$ cat src/rtl/bus_pkg.sv
// Shared types and defaults for the 8088 minimum-mode bus front end.
package bus_pkg;

    // Bus-cycle sequencer states
    typedef enum logic [2:0] {
        S_IDLE  = 3'd0,
        S_ADDR  = 3'd1,
        S_WDATA = 3'd2,
        S_ISSUE = 3'd3,
        S_WAIT  = 3'd4,
        S_DONE  = 3'd5
    } bus_state_t;

    // Default AXI windows for memory and I/O space
    localparam logic [31:0] MEM_BASE_DEFAULT = 32'h4000_0000;
    localparam logic [31:0] IO_BASE_DEFAULT  = 32'h4010_0000;

    // 20-bit CPU physical address
    typedef logic [19:0] cpu_addr_t;

    // One-hot byte lane for an 8-bit access at the given low address bits
    function automatic logic [3:0] lane_strobe(input logic [1:0] low);
        lane_strobe = 4'b0001 << low;
    endfunction

endpackage

$ cat src/rtl/i8088_addr_latch.sv
// ALE-qualified capture of the CPU address and IO_M, plus mapping into the
// AXI memory or I/O window. Also flags the ALE falling edge that follows
// a capture, so a stray ALE outside the enabled window never starts a cycle.
module i8088_addr_latch
    import bus_pkg::*;
#(
    parameter int          ADDR_WIDTH = 32,
    parameter logic [31:0] MEM_BASE   = MEM_BASE_DEFAULT,
    parameter logic [31:0] IO_BASE    = IO_BASE_DEFAULT
) (
    input  logic                  BUS_CLK,
    input  logic                  RESETN,
    input  logic                  capture_en,
    input  logic                  ALE,
    input  logic [7:0]            AD_in,
    input  logic [11:0]           A_hi,
    input  logic                  IO_M,
    output logic                  ale_fall,
    output logic [ADDR_WIDTH-1:0] mapped_addr
);

    cpu_addr_t addr_q;
    logic      io_m_q;
    logic      armed_q;

    // Track address every cycle ALE is high while capture is enabled
    always_ff @(posedge BUS_CLK or negedge RESETN) begin
        if (!RESETN) begin
            addr_q  <= '0;
            io_m_q  <= 1'b0;
            armed_q <= 1'b0;
        end else begin
            armed_q <= capture_en && ALE;
            if (capture_en && ALE) begin
                addr_q <= {A_hi, AD_in};
                io_m_q <= IO_M;
            end
        end
    end

    assign ale_fall = capture_en && armed_q && !ALE;

    // Map into the I/O window (16-bit port) or the memory window (20-bit)
    always_comb begin
        mapped_addr = '0;
        if (io_m_q) begin
            mapped_addr = ADDR_WIDTH'(IO_BASE) + ADDR_WIDTH'(addr_q[15:0]);
        end else begin
            mapped_addr = ADDR_WIDTH'(MEM_BASE) + ADDR_WIDTH'(addr_q);
        end
    end

endmodule

$ cat src/rtl/i8088_bus_frontend.sv
// 8088 minimum-mode bus decoder feeding the AXI capture stage.
// Optional feature macro: BUS_TIMEOUT_EN adds a watchdog over ISSUE/WAIT
// that forces completion with AD_out = 8'hFF after TIMEOUT cycles.
// Handshake: a request strobe rises with A/D/wstrb stable and stays high
// at least SETTLE cycles; it drops only after axi_busy is sampled low in
// WAIT. READY is held low from ALE fall until the cycle after the strobes
// drop, and AD_out is valid whenever READY rises on a read.
module i8088_bus_frontend
    import bus_pkg::*;
#(
    parameter int          ADDR_WIDTH = 32,
    parameter logic [31:0] MEM_BASE   = MEM_BASE_DEFAULT,
    parameter logic [31:0] IO_BASE    = IO_BASE_DEFAULT,
    parameter int          SETTLE     = 4,
    parameter int          TIMEOUT    = 1024
) (
    input  logic                  BUS_CLK,
    input  logic                  RESETN,
    input  logic [7:0]            AD_in,
    input  logic [11:0]           A_hi,
    input  logic                  ALE,
    input  logic                  RD_N,
    input  logic                  WR_N,
    input  logic                  IO_M,
    output logic [7:0]            AD_out,
    output logic                  AD_oe,
    output logic                  READY,
    output logic [ADDR_WIDTH-1:0] A,
    output logic [3:0]            wstrb,
    output logic [31:0]           D,
    output logic                  rdaddr_fetch,
    output logic                  wraddr_fetch,
    output logic                  wrdata_fetch,
    input  logic                  axi_busy,
    input  logic [7:0]            read_data,
    output bus_state_t            dbg_state
);

    localparam logic [15:0] SETTLE_LAST = 16'(SETTLE - 1);

    // Reject configurations the handshake cannot honour
    if (SETTLE < 3 || TIMEOUT < 1) begin : g_param_check
        $error("i8088_bus_frontend: SETTLE must be >= 3 and TIMEOUT >= 1");
    end

    bus_state_t            state, state_nxt;
    logic                  is_read_q, is_read_nxt;
    logic [15:0]           settle_cnt, settle_nxt;
    logic [ADDR_WIDTH-1:0] a_nxt;
    logic [3:0]            wstrb_nxt;
    logic [31:0]           d_nxt;
    logic                  rdaddr_nxt, wraddr_nxt, wrdata_nxt;
    logic                  ready_nxt, ad_oe_nxt;
    logic [7:0]            ad_out_nxt;
    logic                  ale_fall;
    logic [ADDR_WIDTH-1:0] mapped_addr;
    logic                  wd_expired;

    i8088_addr_latch #(
        .ADDR_WIDTH (ADDR_WIDTH),
        .MEM_BASE   (MEM_BASE),
        .IO_BASE    (IO_BASE)
    ) u_addr_latch (
        .BUS_CLK     (BUS_CLK),
        .RESETN      (RESETN),
        .capture_en  (state == S_IDLE),
        .ALE         (ALE),
        .AD_in       (AD_in),
        .A_hi        (A_hi),
        .IO_M        (IO_M),
        .ale_fall    (ale_fall),
        .mapped_addr (mapped_addr)
    );

`ifdef BUS_TIMEOUT_EN
    logic [31:0] wd_cnt;

    // Watchdog counts cycles spent waiting on the capture stage
    always_ff @(posedge BUS_CLK or negedge RESETN) begin
        if (!RESETN) begin
            wd_cnt <= '0;
        end else if (state == S_ISSUE || state == S_WAIT) begin
            wd_cnt <= wd_cnt + 32'd1;
        end else begin
            wd_cnt <= '0;
        end
    end

    assign wd_expired = (state == S_ISSUE || state == S_WAIT) &&
                        (wd_cnt == 32'(TIMEOUT - 1));
`else
    assign wd_expired = 1'b0;
`endif

    // State and all registered outputs
    always_ff @(posedge BUS_CLK or negedge RESETN) begin
        if (!RESETN) begin
            state        <= S_IDLE;
            is_read_q    <= 1'b0;
            settle_cnt   <= '0;
            A            <= '0;
            wstrb        <= '0;
            D            <= '0;
            rdaddr_fetch <= 1'b0;
            wraddr_fetch <= 1'b0;
            wrdata_fetch <= 1'b0;
            READY        <= 1'b1;
            AD_out       <= '0;
            AD_oe        <= 1'b0;
        end else begin
            state        <= state_nxt;
            is_read_q    <= is_read_nxt;
            settle_cnt   <= settle_nxt;
            A            <= a_nxt;
            wstrb        <= wstrb_nxt;
            D            <= d_nxt;
            rdaddr_fetch <= rdaddr_nxt;
            wraddr_fetch <= wraddr_nxt;
            wrdata_fetch <= wrdata_nxt;
            READY        <= ready_nxt;
            AD_out       <= ad_out_nxt;
            AD_oe        <= ad_oe_nxt;
        end
    end

    // Next-state and next-output decode; everything holds unless changed
    always_comb begin
        state_nxt   = state;
        is_read_nxt = is_read_q;
        settle_nxt  = settle_cnt;
        a_nxt       = A;
        wstrb_nxt   = wstrb;
        d_nxt       = D;
        rdaddr_nxt  = rdaddr_fetch;
        wraddr_nxt  = wraddr_fetch;
        wrdata_nxt  = wrdata_fetch;
        ready_nxt   = READY;
        ad_out_nxt  = AD_out;
        ad_oe_nxt   = AD_oe;
        case (state)
            S_IDLE: begin
                ready_nxt = 1'b1;
                ad_oe_nxt = 1'b0;
                if (ale_fall) begin
                    state_nxt = S_ADDR;
                    ready_nxt = 1'b0;
                end
            end
            S_ADDR: begin
                // Read wins if both strobes are low
                if (!RD_N) begin
                    state_nxt   = S_ISSUE;
                    is_read_nxt = 1'b1;
                    a_nxt       = mapped_addr;
                    wstrb_nxt   = lane_strobe(mapped_addr[1:0]);
                    rdaddr_nxt  = 1'b1;
                    settle_nxt  = '0;
                end else if (!WR_N) begin
                    state_nxt = S_WDATA;
                end
            end
            S_WDATA: begin
                // Data is valid on AD one cycle after WR_N falls
                state_nxt   = S_ISSUE;
                is_read_nxt = 1'b0;
                a_nxt       = mapped_addr;
                wstrb_nxt   = lane_strobe(mapped_addr[1:0]);
                d_nxt       = {4{AD_in}};
                wraddr_nxt  = 1'b1;
                wrdata_nxt  = 1'b1;
                settle_nxt  = '0;
            end
            S_ISSUE: begin
                if (wd_expired) begin
                    state_nxt  = S_DONE;
                    rdaddr_nxt = 1'b0;
                    wraddr_nxt = 1'b0;
                    wrdata_nxt = 1'b0;
                    ad_out_nxt = 8'hFF;
                end else if (settle_cnt == SETTLE_LAST) begin
                    state_nxt = S_WAIT;
                end else begin
                    settle_nxt = settle_cnt + 16'd1;
                end
            end
            S_WAIT: begin
                if (wd_expired) begin
                    state_nxt  = S_DONE;
                    rdaddr_nxt = 1'b0;
                    wraddr_nxt = 1'b0;
                    wrdata_nxt = 1'b0;
                    ad_out_nxt = 8'hFF;
                end else if (!axi_busy) begin
                    state_nxt  = S_DONE;
                    rdaddr_nxt = 1'b0;
                    wraddr_nxt = 1'b0;
                    wrdata_nxt = 1'b0;
                    if (is_read_q) begin
                        ad_out_nxt = read_data;
                    end
                end
            end
            S_DONE: begin
                ready_nxt = 1'b1;
                ad_oe_nxt = is_read_q && !RD_N;
                if (RD_N && WR_N) begin
                    ad_oe_nxt = 1'b0;
                    state_nxt = S_IDLE;
                end
            end
            default: begin
                state_nxt = S_IDLE;
            end
        endcase
    end

    assign dbg_state = state;

endmodule
$ cat config.mk
export PLATFORM = sky130hd
export DESIGN_NAME = i8088_bus_frontend
export DESIGN_NICKNAME = d
export VERILOG_FILES = /design/src/rtl/bus_pkg.sv /design/src/rtl/i8088_addr_latch.sv /design/src/rtl/i8088_bus_frontend.sv
export SDC_FILE = /design/constraint.sdc
export NUM_CORES = 1
export LEC_CHECK = 0
export BUFFER_PORTS_ARGS = -buffer_cell sky130_fd_sc_hd__buf_2
export CORE_MARGIN = 8
export CORE_UTILIZATION = 51
export CTS_CLUSTER_SIZE = 8
export DETAILED_ROUTE_END_ITERATION = 8
export PLACE_DENSITY = 0.83
export SLEW_MARGIN = 10
export SYNTH_ARGS = -nofsm -noshare
export SYNTH_HDL_FRONTEND = slang
export SYNTH_SLANG_ARGS = --single-unit
$ cat constraint.sdc
create_clock -name BUS_CLK -period 1.91 [get_ports BUS_CLK]
set_clock_uncertainty 0.1 [all_clocks]
set_input_delay 0.382 -clock BUS_CLK [delete_from_list [all_inputs] [get_ports BUS_CLK]]
set_output_delay 0.382 -clock BUS_CLK [all_outputs]
set_load 0.02 [all_outputs]
# After elaboration in Yosys (flattened, before gate mapping)
# Index checks and enable logic that the tools add are counted.
dict set report word_totals {
  inputBits 35
  word_cells 75
  reg_bits 122
  out_inout_bits 84
}
dict set report op_classes {
  n_eq_ne 13
  n_mux 24
  shift 1
  reduce_logical 19
  addsub 3
  bitwise_logic 1
}
# cell n
set ops {}
lappend ops {{$mux W32} 2}
lappend ops {{$pmux W32 S2} 1}
lappend ops {{$pmux W16 S3} 1}
lappend ops {{$add A31 B16 Y32 const A} 1}
lappend ops {{$add A31 B20 Y32 const A} 1}
lappend ops {{$mux W16} 2}
lappend ops {{$mux W3} 6}
lappend ops {{$pmux W3 S6} 1}
lappend ops {{$add A16 B1 Y16 const B} 1}
lappend ops {{$eq A16 B2 Y1 const B} 1}
lappend ops {{$ne A2 B2 Y1 const B} 6}
lappend ops {{$pmux W1 S2} 5}
lappend ops {{$reduce_and A3 Y1} 3}
lappend ops {{$pmux W4 S2} 1}
lappend ops {{$reduce_bool A2 Y1} 4}
lappend ops {{$eq A3 B2 Y1 const B} 2}
lappend ops {{$eq A3 B3 Y1 const B} 2}
lappend ops {{$logic_and A1 B1 Y1} 5}
lappend ops {{$reduce_and A5 Y1} 1}
lappend ops {{$mux W1} 4}
lappend ops {{$mux W4} 1}
lappend ops {{$reduce_and A2 Y1} 2}
lappend ops {{$shl A1 B2 Y4 const A} 1}
lappend ops {{$eq A3 B1 Y1 const B} 1}
lappend ops {{other kinds (5)} 6}

# Logic depth before layout (Yosys ltp)
# Gate-level depths: netlist (run 1).
dict set report depth {
  ltp_word 5
  depth_mapped 8
  mapped_depth_nobuf 6
}

# Cells and area by module
# Synthesis (run 1) repeated with hierarchy kept, for this count alone.
dict set report hier_totals {
  hier_cells 378
  hier_area_um2 4739.5
}
# module area_per_inst_um2 seq_area_each_um2 n_inst cells_per_inst
set modules_own_cells {}
lappend modules_own_cells {i8088_bus_frontend 3598.5 1903.1 1 295}
lappend modules_own_cells {i8088_addr_latch 1141.1 550.5 1 83}

# Worst setup path after synthesis (run 1)
# Ideal clock, no wire load.
dict set report synth_timing {
  path_kind {reg2reg}
  startpoint {register state[0], in the netlist dbg_state[0]}
  endpoint {register u_addr_latch.addr_q[10]}
  setup_time_ns 0.125
  n_path_buf 3
  period_less_slack_ns 1.794
  stages_incl_launch_ff 7
  t_arrival_ns 1.569
  path_slack_ns 0.116
  required_ns 1.685
  cell_sequence {dfrtp_1 > buf_2 > nor2_1 > and3_1 > clkbuf_1 > buf_2 > mux2_2}
}
dict set report synth_between {
  elab_chain_cells 2
}
# item line_no
set synth_lines {}
lappend synth_lines {{start: declaration} i8088_bus_frontend.sv:46} ;# bus_state_t state, state_nxt;
lappend synth_lines {{start signal: assignment} i8088_bus_frontend.sv:111} ;# state <= state_nxt;
lappend synth_lines {{$logic_not A3 Y1} i8088_bus_frontend.sv:66} ;# .capture_en (state == S_IDLE),
lappend synth_lines {{$logic_and A1 B1 Y1} i8088_addr_latch.sv:34} ;# if (capture_en && ALE) begin
lappend synth_lines {{end signal: assignment} i8088_addr_latch.sv:35} ;# addr_q <= {A_hi, AD_in};
lappend synth_lines {{end: declaration} i8088_addr_latch.sv:22} ;# cpu_addr_t addr_q;
# No other way between the ends.
# A chain may end at the register's enable or synchronous reset.

# Worst setup path in the final report (run 1)
dict set report layout_timing {
  startpoint {register state[1], in the netlist dbg_state[1]}
  endpoint {register u_addr_latch.addr_q[16]}
}
# The elaborated chain is that of the path after synthesis.

==> results.sh, run 1 <==
export IMPL_status="finished, final reports clean"
export IMPL_final_core_util=0.628
export IMPL_yosysSeqAreaShare=0.546
export IMPL_grt_max_degree=53
export IMPL_num_antenna_cells=0
export IMPL_final_cell_mix="buf_2 (107), dfrtp_1 (87), nand2_1 (81)"
export IMPL_min_period_ns=1.74
export IMPL_fmax_mhz=575
export IMPL_dr_pass1_iters=4
export IMPL_arrival_ns=1.88
export IMPL_grt_pass1_wl_um=15600
export IMPL_clkSlewWorstSetupHoldPaths_ns=0.10
export IMPL_fin_setup_tns_ns=0
export IMPL_cts_buffers=9
export IMPL_total_power_mw=7.87
export IMPL_fin_crit_sh=0.911
export IMPL_dp_cells=577
export IMPL_final_area_um2=4830
export IMPL_ys_warn_count=0
export IMPL_dieArea_um2=11000
export IMPL_r2r_start="dbg_state[1]"
export IMPL_yosys_area_share_adder=0.00310
export IMPL_synth_area_mux_share=0.108
export IMPL_cp_end_kind="flop"
export IMPL_yosys_area_share_simple=0.168
export IMPL_rows=32
export IMPL_grt_use_total=0.172
export IMPL_drv_cap=0
export IMPL_place_ws_ns=0.105
export IMPL_gp_congestion=0.835
export IMPL_design_core_area_um2=7690
export IMPL_cpMaxStageDelayCell="dfrtp_1"
export IMPL_clock_latency_ns=0.35
export IMPL_ir_drop_uv=712
export IMPL_cts_tree="yes"
export IMPL_io_buffers=108
export IMPL_crit_start="dbg_state[1]"
export IMPL_r2r_setup_slack_ns=0.17
export IMPL_antenna_found_initial=0
export IMPL_dieWidth_um=105
export IMPL_p_leak_nw=2.44
export IMPL_final_common_cell="buf_2"
export IMPL_area_growth_pct=19.7
export IMPL_post_dp_hpwl_um=6960
export IMPL_dpl_cell_area_um2=4610
export IMPL_clock_tree_root_cell="clkbuf_8"
export IMPL_syn_mean_instance_area_um2=10.5
export IMPL_setup_viol=0
export IMPL_fill_cells=642
export IMPL_htree_levels=3
export IMPL_fp_dieH_um=105
export IMPL_hold_depth=2
export IMPL_synth_compound_area_frac=0.0741
export IMPL_postRouteAntennaNets=0
export IMPL_rsz0062_at_grt="false"
export IMPL_synth_seq_cells=88
export IMPL_drv_slew=0
export IMPL_crit_path_cell_trace="buf_4 -> nor2_1 -> and3_1 -> buf_12 -> mux2_2"
export IMPL_path_max_fanout=22
export IMPL_holdWs_ns=0.153
export IMPL_drtIter0Drc=184
export IMPL_drcViolationCount=0
export IMPL_boundaryPins=119
export IMPL_num_nets_final=525
export IMPL_synth_cell_area_um2=4040
export IMPL_routed_wl_um=9290
export IMPL_synth_enable_flop_cells=0
export IMPL_synth_flop_cell="dfrtp_1"
export IMPL_hold_viol=0
export IMPL_routed_via_density=5.13
export IMPL_wl_per_cell_um=15.6
export IMPL_hp_class="in2reg"
export IMPL_async_reset_ff_frac=1.00
export IMPL_cts_sinks=88
export IMPL_whs_endpoint="u_addr_latch.addr_q[8]"
export IMPL_worstPathRequired_ns=2.05
export IMPL_grt_overflow=0
export IMPL_hp_start="A_hi[0]"
export IMPL_synth_top_family_by_area="simple AND/OR/NAND/NOR gates"
export IMPL_synth_xor_area_frac=0.00434
export IMPL_max_stage_delay_ns=0.42
export IMPL_p_per_area_nw_per_um2=1630
export IMPL_via_count=3059
export IMPL_synth_cells=385
export IMPL_r2r_worst_path_cells=5
export IMPL_reg2reg_to="u_addr_latch.addr_q[16]"
export IMPL_critPathKind="reg2reg"
export IMPL_critPathLaunchType="flop"
export IMPL_yosysUniqueCellTypes=44
export IMPL_initial_utilization=0.525
export IMPL_fin_ws_ns=0.170
export IMPL_fin_cells=596
export IMPL_drive_gt1_frac=0.407
export IMPL_clock_path_buffers=2
export IMPL_grt_pass1_vias=3227
-- cells by family after synthesis --
logic type	after synthesis
and+or+nand+nor	143
DFF	88
buffers and inverters	59
AOI/OAI and AO/OA	52
muxes	39
xor gates and xnor gates	2
adders and majority gates	1
other	1
-- metal layers --
metal,track usage,vias up,wire length (um),part of all wire
met5,0,-,0,0
met4,0.0693,0,247,0.027
met3,0.0559,20,584,0.063
met2,0.291,98,4720,0.51
met1,0.196,1474,3730,0.40
li1,-,1467,-,-
-- timing repair --
action | in CTS | in global routing
setup buffers | 0 | 2
setup endpoints to repair | 0 | 12
gates resized for setup | 0 | 3
hold endpoints to repair | 53 | 0
hold buffers | 1 | 0
-- power by group --
part	switching, mW	internal, mW	leakage, nW
registers	0.450	2.52	1.10
logic	2.25	1.44	1.26
clock network	0.709	0.495	0.0848
-- how the worst max path moves through the flow --
stage / endpoint / slack, ns / cells after the start
final: u_addr_latch.addr_q[16] / 0.17 / 5
after global routing: settle_cnt[10] / 0.03 / 8
after CTS: settle_cnt[15] / 0.09 / 6
after detailed placement: settle_cnt[11] / 0.10 / 6
after global placement: settle_cnt[12] / 0.18 / 5
after floorplan: u_addr_latch.addr_q[10] / 0.12 / 6
-- cell usage after synthesis, drive strengths merged (2+ instances only) --
library cell,count,share of area
a31oi,3,0.0047
clkbuf,6,0.0056
mux2i,2,0.0050
mux2,37,0.10
inv,7,0.0065
o31ai,4,0.0074
and2,4,0.0062
nand2b,2,0.0031
or3,2,0.0031
buf,46,0.083
nand3,13,0.016
nand2,81,0.075
nor2,13,0.012
nor3,4,0.0078
nand3b,6,0.011
dfrtp,87,0.54
nand4,4,0.0078
and3,6,0.0099
nor4,3,0.0062
a21oi,10,0.013
o21ai,29,0.036
-- sequential cells by signal (all words and copies together) (netlist names), 3 cells and up --
register / flops
settle_cnt: 16
D: 8
u_addr_latch.addr_q: 20
dbg_state: 3
A: 22
wstrb: 4
AD_out: 8
-- area by class of cell --
| class | count | area [um^2] | area share |
|---|---|---|---|
| Clock buffer | 9 | 124 | 0.0256 |
| Clock inverter | 7 | 60.1 | 0.0124 |
| Inverter | 7 | 26.3 | 0.00544 |
| Multi-Input combinational cell | 247 | 1500 | 0.310 |
| Sequential cell | 88 | 2200 | 0.456 |
| Tap cell | 102 | 128 | 0.0264 |
| Timing Repair Buffer | 136 | 793 | 0.164 |
-- worst max-delay path, delay by kind of cell (launching register included) --
family | cells | cell delay, ns
DFF | 1 | 0.42
and+or+nand+nor | 2 | 0.40
buffers and inverters | 2 | 0.35
muxes | 1 | 0.35
Power figures use the tool's default switching activity.
==> run 2: changes to the inputs <==
--- a/config.mk
+++ b/config.mk
@@ -7,10 +7,10 @@
 export LEC_CHECK = 0
 export BUFFER_PORTS_ARGS = -buffer_cell sky130_fd_sc_hd__buf_2
 export CORE_MARGIN = 8
-export CORE_UTILIZATION = 51
+export CORE_UTILIZATION = 52
 export CTS_CLUSTER_SIZE = 8
 export DETAILED_ROUTE_END_ITERATION = 8
-export PLACE_DENSITY = 0.83
+export PLACE_DENSITY = 0.84
 export SLEW_MARGIN = 10
 export SYNTH_ARGS = -nofsm -noshare
 export SYNTH_HDL_FRONTEND = slang
==> results.sh, run 2 (same netlist as run 1, synthesis figures left out) <==
export IMPL_fmax_mhz=554
export IMPL_place_ws_ns=-0.0185
export IMPL_r2r_worst_path_cells=7
export IMPL_path_max_fanout=5
export IMPL_worstPathRequired_ns=2.03
export IMPL_antenna_found_initial=0
export IMPL_max_stage_delay_ns=0.39
export IMPL_fin_ws_ns=0.105
export IMPL_status="finished, final reports clean"
export IMPL_grt_max_degree=48
export IMPL_p_leak_nw=2.43
export IMPL_htree_levels=3
export IMPL_fin_crit_sh=0.945
export IMPL_tightest_slew_ns=0.540
export IMPL_num_nets_final=518
export IMPL_postCtsSetupRepairBufs=0
export IMPL_final_common_cell="buf_2"
export IMPL_largest_register="A"
export IMPL_clkSlewWorstSetupHoldPaths_ns=0.09
export IMPL_grt_pass1_vias=3093
export IMPL_hold_viol=0
export IMPL_drtIter0Drc=190
export IMPL_design_core_area_um2=7610
export IMPL_grt_overflow=0
export IMPL_boundaryPins=119
export IMPL_clock_latency_ns=0.34
export IMPL_routed_wl_um=9160
export IMPL_grt_pass1_wl_um=15000
export IMPL_clock_path_buffers=2
export IMPL_arrival_ns=1.92
export IMPL_cts_tree="yes"
export IMPL_largest_reg_flops=22
export IMPL_critPathLaunchType="flop"
export IMPL_io_buffers=108
export IMPL_rows=32
export IMPL_wl_per_cell_um=15.5
export IMPL_cts_buffers=9
export IMPL_crit_path_cell_trace="ha_2 -> nor3b_2 -> nand4_2 -> buf_4 -> nand2_1 -> buf_4 -> o21ai_0"
export IMPL_drcViolationCount=0
export IMPL_crit_start="settle_cnt[0]"
export IMPL_min_period_ns=1.80
export IMPL_gp_congestion=0.810
export IMPL_dr_pass1_iters=5
export IMPL_r2r_start="settle_cnt[0]"
export IMPL_area_growth_pct=19.1
export IMPL_dpl_cell_area_um2=4560
export IMPL_max_slew_margin=0.639
export IMPL_reg2reg_to="settle_cnt[14]"
export IMPL_final_area_um2=4810
export IMPL_post_dp_hpwl_um=6680
export IMPL_drive_gt1_frac=0.398
export IMPL_setup_viol=0
export IMPL_cp_endpoint="settle_cnt[14]"
export IMPL_fin_setup_tns_ns=0
export IMPL_p_per_area_nw_per_um2=1650
export IMPL_cpMaxStageDelayCell="dfrtp_1"
export IMPL_cp_end_kind="flop"
export IMPL_clock_tree_root_cell="clkbuf_8"
export IMPL_drv_cap=0
export IMPL_grt_use_total=0.167
export IMPL_top_regs="A (22), u_addr_latch.addr_q (20), settle_cnt (16)"
export IMPL_critPathKind="reg2reg"
export IMPL_via_count=3045
export IMPL_drv_slew=0
export IMPL_worst_path_most_repeated_cell="buf_4"
export IMPL_dieWidth_um=104
export IMPL_routed_via_density=5.17
export IMPL_final_cell_mix="buf_2 (107), dfrtp_1 (87), nand2_1 (81)"
export IMPL_dieArea_um2=10800
export IMPL_fill_cells=631
export IMPL_initial_utilization=0.530
export IMPL_cts_sinks=88
export IMPL_fp_dieH_um=104
export IMPL_ir_drop_uv=933
export IMPL_postRouteAntennaNets=0
export IMPL_r2r_setup_slack_ns=0.11
export IMPL_hp_class="in2reg"
export IMPL_num_antenna_cells=0
==> run 2: layout make-up <==
| cell class | instances | area [um^2] | share of cell area |
|---|---|---|---|
| Multi-Input combinational cell | 247 | 1520 | 0.315 |
| Inverter | 7 | 26.3 | 0.00547 |
| Clock buffer | 11 | 141 | 0.0294 |
| Tap cell | 102 | 128 | 0.0266 |
| Sequential cell | 88 | 2200 | 0.458 |
| Clock inverter | 5 | 63.8 | 0.0133 |
| Timing Repair Buffer | 129 | 728 | 0.152 |
==> run 2: per-stage QoR <==
step	hold slack, ns	cells	power [mW]	utilization
2_1_floorplan	-0.0136	394	5.69	-
3_3_place_gp	0.196	572	6.47	0.599
3_5_place_dp	0.195	572	6.61	0.599
4_1_cts	0.153	589	7.95	0.628
5_1_grt	0.148	589	8.41	0.632
6_report	0.165	589	7.91	0.632
==> run 2: power breakdown <==
group          switching (mW)  internal, mW
Clock                   0.668         0.656
Sequential              0.461          2.52
Combinational            2.22          1.38
==> run 2: how the worst min path moves through the flow <==
| stage | startpoint | to | depth (start not counted) |
|---|---|---|---|
| after floorplan | RESETN | AD_oe | 0 |
| after global placement | RESETN | settle_cnt[9] | 1 |
| after detailed placement | RESETN | settle_cnt[10] | 1 |
| after CTS | read_data[5] | AD_out[5] | 2 |
| after global routing | read_data[4] | AD_out[4] | 2 |
| final | A_hi[2] | u_addr_latch.addr_q[10] | 2 |
==> run 2: per-layer routing <==
metal	up-vias	share of wire	track usage
li1	1454	-	-
met1	1501	0.41	0.197
met2	85	0.52	0.288
met3	5	0.055	0.0428
met4	0	0.0075	0.0548
met5	-	0	0
==> run 2: critical path, delay by kind of cell (launching register included) <==
kind	cells	cell delay, ns
and+or+nand+nor	3	0.51
DFF	1	0.39
buffers and inverters	2	0.36
adders and majority gates	1	0.24
AOI/OAI and AO/OA	1	0.09
==> run 2: repair_timing <==
action                     CTS  global route
hold endpoints to repair    19             0
pin swaps                    0             1
resized for setup            1             8
setup endpoints to repair    2            38
hold buffers                 1             0
==> run 3: changes to the inputs <==
--- a/config.mk
+++ b/config.mk
@@ -6,11 +6,12 @@
 export NUM_CORES = 1
 export LEC_CHECK = 0
 export BUFFER_PORTS_ARGS = -buffer_cell sky130_fd_sc_hd__buf_2
+export CAP_MARGIN = 40
 export CORE_MARGIN = 8
 export CORE_UTILIZATION = 52
 export CTS_CLUSTER_SIZE = 8
 export DETAILED_ROUTE_END_ITERATION = 8
-export PLACE_DENSITY = 0.84
+export PLACE_DENSITY_LB_ADDON = 0.2
 export SLEW_MARGIN = 10
 export SYNTH_ARGS = -nofsm -noshare
 export SYNTH_HDL_FRONTEND = slang
==> constraint.sdc (replaced) <==
create_clock -name BUS_CLK -period 1.9 [get_ports BUS_CLK]
set_clock_uncertainty 0.1 [all_clocks]
set_input_delay 0.38 -clock BUS_CLK [delete_from_list [all_inputs] [get_ports BUS_CLK]]
set_output_delay 0.38 -clock BUS_CLK [all_outputs]
set_load 0.02 [all_outputs]
==> results.sh, run 3 (same netlist as run 1, synthesis figures left out) <==
export IMPL_postRouteAntennaNets=0
export IMPL_clock_latency_ns=0.35
export IMPL_htree_levels=3
export IMPL_initial_utilization=0.530
export IMPL_max_stage_delay_ns=0.53
export IMPL_grt_max_degree=34
export IMPL_rsz0062_at_grt="false"
export IMPL_comb_power_share=0.456
export IMPL_hold_depth=2
export IMPL_top_regs="A (22), u_addr_latch.addr_q (20), settle_cnt (16)"
export IMPL_clock_tree_root_cell="clkbuf_8"
export IMPL_fp_dieH_um=104
export IMPL_final_area_um2=4830
export IMPL_critPathKind="reg2out"
export IMPL_rows=32
export IMPL_largest_reg_flops=22
export IMPL_boundaryPins=119
export IMPL_cpMaxStageDelayCell="dfrtp_1"
export IMPL_critPathLaunchType="flop"
export IMPL_cts_tree="yes"
export IMPL_p_per_area_nw_per_um2=1660
export IMPL_num_nets_final=519
export IMPL_worstPathRequired_ns=1.42
export IMPL_switching_share=0.424
export IMPL_via_count=3008
export IMPL_p_switching_mw=3.40
export IMPL_dieWidth_um=104
export IMPL_area_growth_pct=19.7
export IMPL_min_period_ns=1.75
export IMPL_crit_start="dbg_state[0]"
export IMPL_fin_crit_sh=0.921
export IMPL_arrival_ns=1.27
export IMPL_grt_pass1_vias=3209
export IMPL_clock_path_buffers=2
export IMPL_cp_end_kind="output pin"
export IMPL_drv_slew=0
export IMPL_cts_sinks=88
export IMPL_design_core_area_um2=7610
export IMPL_final_cell_mix="buf_2 (107), dfrtp_1 (87), nand2_1 (81)"
export IMPL_internal_power_mw=4.62
export IMPL_r2r_worst_path_cells=7
export IMPL_whs_endpoint="u_addr_latch.addr_q[12]"
export IMPL_routed_wl_um=9000
export IMPL_fin_ws_ns=0.149
export IMPL_wl_per_cell_um=15.3
export IMPL_io_buffers=108
export IMPL_grt_overflow=0
export IMPL_pwr_share_clk=0.170
export IMPL_power_frac_seq=0.374
export IMPL_drive_gt1_frac=0.404
export IMPL_final_common_cell="buf_2"
export IMPL_drv_cap=0
export IMPL_reg2reg_to="settle_cnt[3]"
export IMPL_dieArea_um2=10800
export IMPL_fin_setup_tns_ns=0
export IMPL_setup_viol=0
export IMPL_ir_drop_uv=788
export IMPL_dpl_cell_area_um2=4590
export IMPL_num_antenna_cells=0
export IMPL_drcViolationCount=0
export IMPL_fmax_mhz=571
export IMPL_gp_congestion=0.784
export IMPL_r2r_setup_slack_ns=0.16
export IMPL_antenna_found_initial=0
export IMPL_routed_via_density=5.10
export IMPL_p_leak_nw=2.43
export IMPL_largest_register="A"
export IMPL_grt_use_total=0.173
export IMPL_status="finished, final reports clean"
export IMPL_path_max_fanout=9
export IMPL_hp_start="A_hi[4]"
export IMPL_place_ws_ns=0.0444
export IMPL_dr_pass1_iters=4
export IMPL_cts_buffers=9
export IMPL_drtIter0Drc=120
export IMPL_hp_class="in2reg"
export IMPL_clkSlewWorstSetupHoldPaths_ns=0.10
export IMPL_hold_viol=0
export IMPL_r2r_start="dbg_state[2]"
export IMPL_crit_path_cell_trace="buf_4 -> buf_2"
export IMPL_postCtsSetupRepairBufs=0
export IMPL_post_dp_hpwl_um=6640
export IMPL_grt_pass1_wl_um=15500
-- run 3: cell types whose count changed in the layout (fill, tap and decap cells not counted), sizes merged --
cell      before  now
buf          128  129
clkinvlp       0    1
inv            9   12
clkinv         2    0
clkbuf        11    9
-- run 3: power groups by stage --
| stage | Combinational [mW] | Sequential [mW] | Clock [mW] |
|---|---|---|---|
| 3_3_place_gp | 3.59 | 3.01 | 0 |
| 5_1_grt | 3.99 | 3.12 | 1.47 |
| 6_report | 3.65 | 3.00 | 1.37 |
| 3_5_place_dp | 3.67 | 3.04 | 0 |
| 4_1_cts | 3.68 | 3.01 | 1.40 |
| 2_1_floorplan | 2.30 | 3.42 | 0 |
-- run 3: layout make-up --
class,instances,area (um^2)
fillers,647,2780
flip-flops and latches,88,2200
multi-input cells,247,1500
repair buffers,130,761
well taps,102,128
clock buffers,9,124
clock inverters,7,83.8
inverters,7,26.3
-- run 3: repair_timing --
| action | 4_1_cts | 5_1_grt |
|---|---|---|
| hold endpoints to repair | 28 | 0 |
| gates resized for setup | 0 | 7 |
| hold buffers | 1 | 0 |
| setup endpoints to repair | 0 | 38 |
-- run 3: how the worst max path moves through the flow --
| stage | cells past startpoint | slack (ns) | to |
|---|---|---|---|
| 2_1_floorplan | 6 | 0.11 | u_addr_latch.addr_q[10] |
| 3_3_place_gp | 5 | 0.08 | settle_cnt[11] |
| 3_5_place_dp | 6 | 0.04 | settle_cnt[15] |
| 4_1_cts | 5 | 0.03 | settle_cnt[15] |
| 5_1_grt | 7 | 0.001 | settle_cnt[5] |
| 6_report | 2 | 0.15 | dbg_state[0] |
-- run 3: worst max-delay path: cells and delay by family (launching register included) --
family | cells | cell delay, ns
buffers and inverters | 2 | 0.39
DFF | 1 | 0.53
-- run 3: per-layer routing --
layer / GRT usage / vias up / wire (um)
li1: - / 1457 / -
met1: 0.203 / 1447 / 3770
met2: 0.281 / 86 / 4420
met3: 0.0589 / 18 / 605
met4: 0.0755 / 0 / 205
met5: 0 / - / 0
-- run 3: metrics by stage --
step / utilization / power [mW] / cells / hold slack (ns)
finish: 0.635 / 8.02 / 590 / 0.147
global route: 0.635 / 8.58 / 590 / 0.133
CTS: 0.632 / 8.08 / 590 / 0.133
detailed placement: 0.603 / 6.71 / 573 / 0.253
global placement: 0.603 / 6.59 / 573 / 0.249
floorplan: - / 5.72 / 394 / -0.0156
